==> src/rtl/branch_ctrl.sv <==
// branch_ctrl: branch decode, PC-relative target generation and the
// start/init/run/halt program sequencer with a watchdog cycle limit.
module branch_ctrl #(
  parameter int unsigned INIT_CYCLES = 2,
  parameter logic [15:0] MAX_CYCLES  = 16'd4000
) (
  input  logic       CLK,
  input  logic       reset,
  input  logic       start,
  input  logic [7:0] pc_addr,
  input  logic [8:0] instr,
  input  logic       cond_true,
  output logic       init,
  output logic       halt,
  output logic       isBranch,
  output logic [7:0] branchAddr,
  output logic       done,
  output logic       timeout,
  output logic [7:0] branch_count
);

  typedef enum logic [1:0] {
    S_IDLE   = 2'd0,
    S_INIT   = 2'd1,
    S_RUN    = 2'd2,
    S_HALTED = 2'd3
  } state_e;

  localparam logic [3:0]  INIT_LOAD = 4'(INIT_CYCLES);
  localparam logic [15:0] CYC_LAST  = MAX_CYCLES - 16'd1;

  state_e      state_q, state_d;
  logic [3:0]  init_cnt_q, init_cnt_d;
  logic [15:0] cyc_cnt_q, cyc_cnt_d;
  logic [7:0]  bcnt_q, bcnt_d;
  logic        timeout_q, timeout_d;

  logic        br_taken;
  logic        halt_instr;

  // Target is always presented; consumers only use it when isBranch is high.
  assign branchAddr   = pc_addr + {{4{instr[3]}}, instr[3:0]};
  assign timeout      = timeout_q;
  assign branch_count = bcnt_q;

  // Decode the branch group: taken condition and HALT detection.
  always_comb begin
    br_taken   = 1'b0;
    halt_instr = 1'b0;
    if (instr[8:6] == 3'b111) begin
      case (instr[5:4])
        2'b00:   br_taken = cond_true;
        2'b01:   br_taken = ~cond_true;
        2'b10:   br_taken = 1'b1;
        2'b11:   halt_instr = (instr[3:0] == 4'hF);
        default: br_taken = 1'b0;
      endcase
    end else begin
      br_taken   = 1'b0;
      halt_instr = 1'b0;
    end
  end

  // Sequencer next-state and PC control outputs.
  always_comb begin
    state_d    = state_q;
    init_cnt_d = init_cnt_q;
    cyc_cnt_d  = cyc_cnt_q;
    bcnt_d     = bcnt_q;
    timeout_d  = timeout_q;
    init       = 1'b0;
    halt       = 1'b0;
    isBranch   = 1'b0;
    done       = 1'b0;
    case (state_q)
      S_IDLE: begin
        halt = 1'b1;
        if (start) begin
          state_d    = S_INIT;
          init_cnt_d = INIT_LOAD;
          cyc_cnt_d  = 16'd0;
          bcnt_d     = 8'd0;
          timeout_d  = 1'b0;
        end else begin
          state_d = S_IDLE;
        end
      end
      S_INIT: begin
        init = 1'b1;
        if (init_cnt_q <= 4'd1) begin
          state_d = S_RUN;
        end else begin
          init_cnt_d = init_cnt_q - 4'd1;
        end
      end
      S_RUN: begin
        cyc_cnt_d = cyc_cnt_q + 16'd1;
        if (halt_instr) begin
          // HALT beats a simultaneous watchdog expiry.
          halt      = 1'b1;
          state_d   = S_HALTED;
          timeout_d = 1'b0;
        end else begin
          isBranch = br_taken;
          if (br_taken && (bcnt_q != 8'hFF)) begin
            bcnt_d = bcnt_q + 8'd1;
          end else begin
            bcnt_d = bcnt_q;
          end
          if (cyc_cnt_q == CYC_LAST) begin
            state_d   = S_HALTED;
            timeout_d = 1'b1;
          end else begin
            state_d = S_RUN;
          end
        end
      end
      S_HALTED: begin
        halt = 1'b1;
        done = 1'b1;
        if (start) begin
          state_d    = S_INIT;
          init_cnt_d = INIT_LOAD;
          cyc_cnt_d  = 16'd0;
          bcnt_d     = 8'd0;
          timeout_d  = 1'b0;
        end else begin
          state_d = S_HALTED;
        end
      end
      default: begin
        halt    = 1'b1;
        state_d = S_IDLE;
      end
    endcase
  end

  // State and counter registers with asynchronous reset.
  always_ff @(posedge CLK or posedge reset) begin
    if (reset) begin
      state_q    <= S_IDLE;
      init_cnt_q <= 4'd0;
      cyc_cnt_q  <= 16'd0;
      bcnt_q     <= 8'd0;
      timeout_q  <= 1'b0;
    end else begin
      state_q    <= state_d;
      init_cnt_q <= init_cnt_d;
      cyc_cnt_q  <= cyc_cnt_d;
      bcnt_q     <= bcnt_d;
      timeout_q  <= timeout_d;
    end
  end

endmodule
==> config.mk <==
export PLATFORM = sky130hd
export DESIGN_NAME = branch_ctrl
export DESIGN_NICKNAME = d
export VERILOG_FILES = /design/src/rtl/branch_ctrl.sv
export SDC_FILE = /design/constraint.sdc
export NUM_CORES = 1
export LEC_CHECK = 0
export ABC_AREA = 1
export BUFFER_PORTS_ARGS = -buffer_cell sky130_fd_sc_hd__clkbuf_2
export CELL_PAD_IN_SITES_DETAIL_PLACEMENT = 0
export CELL_PAD_IN_SITES_GLOBAL_PLACEMENT = 2
export CORE_ASPECT_RATIO = 0.7
export CORE_MARGIN = 2
export CORE_UTILIZATION = 34
export DETAILED_ROUTE_END_ITERATION = 10
export GPL_ROUTABILITY_DRIVEN = 0
export PLACE_DENSITY_LB_ADDON = 0.1
export SETUP_SLACK_MARGIN = 0.3
export SYNTH_ARGS = -nofsm -noshare
export SYNTH_HDL_FRONTEND = slang
export SYNTH_SLANG_ARGS = --single-unit
==> constraint.sdc <==
create_clock -name CLK -period 4.1 [get_ports CLK]
set_input_delay 0.205 -clock CLK [delete_from_list [all_inputs] [get_ports CLK]]
set_output_delay 0.205 -clock CLK [all_outputs]
set_load 0.1 [all_outputs]
==> run_results.csv <==
group,metric,value,unit
status,status,"complete, no violations",
worst_hold_path,hold_start,"start",
setup_path,cp-start-kind,"flop",
clock_network,cts_buffer_depth,2,
setup_path,end_kind,"output port",
timing,slew_violations,0,
clock_network,clkSinkCount,31,
synthesis,synthArstFlopShare,100,%
timing,setup_viol,0,
grt,antenna_found_initial,0,
synthesis,syn-cell-area,2320,um^2
clock_network,path_clk_slew,0.07,ns
setup_path,critPathKind,"flop to output port",
route,wire_per_inst,11.8,um
setup_path,arrival,2.18,ns
final_layout,final_nets,405,
final_layout,multi_input_area,1360,um^2
timing,max_freq,420,MHz
synthesis,synth_cell_types,34,
timing,fin_skew,0.0102,ns
clock_network,post_cts_buffers,0,
final_layout,drive_gt1_share,18.4,%
grt,grt_max_degree,32,
route,detail_route.first_pass.iterations,4,
grt,grt_first_pass_wirelength,8940,um
die,die_h,73.1,um
final_layout,synthToLayoutAreaGrowth,18.2,%
final_layout,final_common_cell,"nand2_1",
die,die_area,7500,um^2
final_layout,final_cell_mix,"94 x nand2_1, 44 x nor2_1, 41 x clkbuf_2",
timing,rsz0062_at_grt,"false",
clock_network,cts-root-buf,"clkbuf_8",
synthesis,synth_flop_cell,"dfrtp_1",
timing,tns,0,ns
power,p_leak,1.48,nW
grt,grt.total_usage,15.4,%
timing,min_period,2.38,ns
synthesis,syn_nets,358,
timing,hold_viol,0,
setup_path,cp.required,3.89,ns
synthesis,syn_avg_cell_area,7.22,um^2
clock_network,numCtsBuffers,5,
timing,finalWorstSetupSlack,1.72,ns
place,hpwlAfterDp,4190,um
route,drt_iter0_markers,100,
synthesis,ys_warn_count,0,
synthesis,ys_ff_latch,31,
setup_path,path_max_fanout,10,
setup_path,r2r_start,"state_q[0]$_DFFE_PP0P_",
place,port_buffers,41,
power,p_per_area,665,nW/um^2
grt,grt_overflow_total,0,
clock_network,cts-htree-levels,2,
die,rows,25,
power,vdd.ir_drop.worst,0.432,mV
die,core,6660,um^2
route,via_per_inst,4.41,
synthesis,synth_edf_count,0,
timing,relSlewSlack,63.5,%
route,num_vias,2043,
timing,worst_pin_slew,0.550,ns
route,wl,5460,um
die,start_util,34.8,%
die,dieWidth,103,um
run,maxCapViolCount,0,
setup_path,startpoint,"state_q[0]$_DFFE_PP0P_",
clock_network,clk_latency,0.28,ns
place,pre_cts_ws,1.87,ns
worst_hold_path,hold_class,"input port to flop",
synthesis,synthesis.instances,321,
route,ant_nets,0,
grt,grt_pass1_vias,1831,
die,io_pins,42,
final_layout,nFillCells,684,
final_layout,insertedDiodeCount,0,
timing,period_share,58.1,%
clock_network,cts_tree,"built",
final_layout,regArea,776,um^2
synthesis,ys_seq_area_share,33.5,%
route,drc,0,
## Yosys cell counts, drive strengths merged (2+ instances only)
cell    number  area (um^2)
nand4        6         37.5
nand3b       4         42.5
buf          3         36.3
ha          15          188
nand3       28          150
o21ai       12         60.1
a21oi        9         45.0
xor2        12          105
o21bai       2         15.0
a31oi        3         18.8
nand2      100          405
xnor2        2         17.5
dfrtp       31          776
inv         36          143
nor2        48          200
nor3         3         15.0
## flip-flops by register name, summed over array words and instances, names as in the netlist
signal / flops
branch_count: 8
cyc_cnt_q: 16
init_cnt_q: 4
state_q: 2
timeout: 1
## cell families (layout without fill, tap and decap cells)
| family | Yosys count | count (layout) | share of synthesized area [%] |
|---|---|---|---|
| AOI/OAI and AO/OA | 30 | 30 | 7.29 |
| xor gates and xnor gates | 14 | 14 | 5.29 |
| DFF | 31 | 31 | 33.5 |
| adders and majority gates | 16 | 16 | 8.96 |
| and+or+nand+nor | 191 | 191 | 37.3 |
| buffers and inverters | 39 | 87 | 7.72 |
## critical path: stages (launching register included)
cell and delay [ns]:
dfrtp_1 0.40, inv_1 0.09, ha_1 0.51, nand2_1 0.15, inv_1 0.07, a211oi_1 0.18, clkbuf_2 0.50
## metrics by stage
stage	area [um^2]	power, W	util, %	hold slack [ns]	instances
4_1_cts	2740	0.00184	41.1	0.307	463
3_5_place_dp	2610	0.00152	39.2	0.303	454
3_3_place_gp	2610	0.00152	39.2	0.300	454
6_report	2740	0.00182	41.1	0.311	463
5_1_grt	2740	0.00197	41.1	0.323	463
2_1_floorplan	2320	0.00137	-	0.309	321
## timing repair
action,4_1_cts,5_1_grt
setup endpoints to repair,0,0
hold buffers,1,0
endpoints found under the hold margin,18,0
gates resized for setup,0,0
## per-layer routing
layer | GRT usage [%] | part of all wire, % | wire [um]
met5 | 0 | 0 | 0
met4 | 2.67 | 0.33 | 18
met3 | 4.21 | 3.7 | 200
met2 | 20.3 | 37 | 2020
met1 | 24.6 | 59 | 3220
## where the power goes
| group | internal [W] | leakage, nW | switching [W] | total [W] |
|---|---|---|---|---|
| clock | 0.000197 | 0.0612 | 0.000119 | 0.000316 |
| sequential | 0.000367 | 0.417 | 0.0000544 | 0.000421 |
| combinational | 0.000234 | 1.00 | 0.000850 | 0.00108 |
| total | 0.000798 | 1.48 | 0.00102 | 0.00182 |
## path summary, 6_finish.rpt
| path | slack, ns | depth (start not counted) | end |
|---|---|---|---|
| worst min-delay path | 0.31 | 4 | cyc_cnt_q[3]$_DFFE_PP0P_ |
| worst max register to register | 1.84 | 10 | cyc_cnt_q[14]$_DFFE_PP0P_ |
| max in group asynchronous | 3.26 | 4 | cyc_cnt_q[14]$_DFFE_PP0P_ |
| worst min register to register | 0.50 | 2 | timeout$_DFFE_PP0P_ |
| min in group asynchronous | 0.54 | 4 | cyc_cnt_q[4]$_DFFE_PP0P_ |
| worst max-delay path | 1.72 | 6 | halt |
## cell type report
type,count,area share (%)
inverters,36,5.21
well taps,94,4.29
multi-input cells,251,49.7
clock buffers,6,3.02
clock inverters,2,1.28
flip-flops and latches,31,28.3
repair buffers,43,8.13
(Power assumes the default switching activity.)
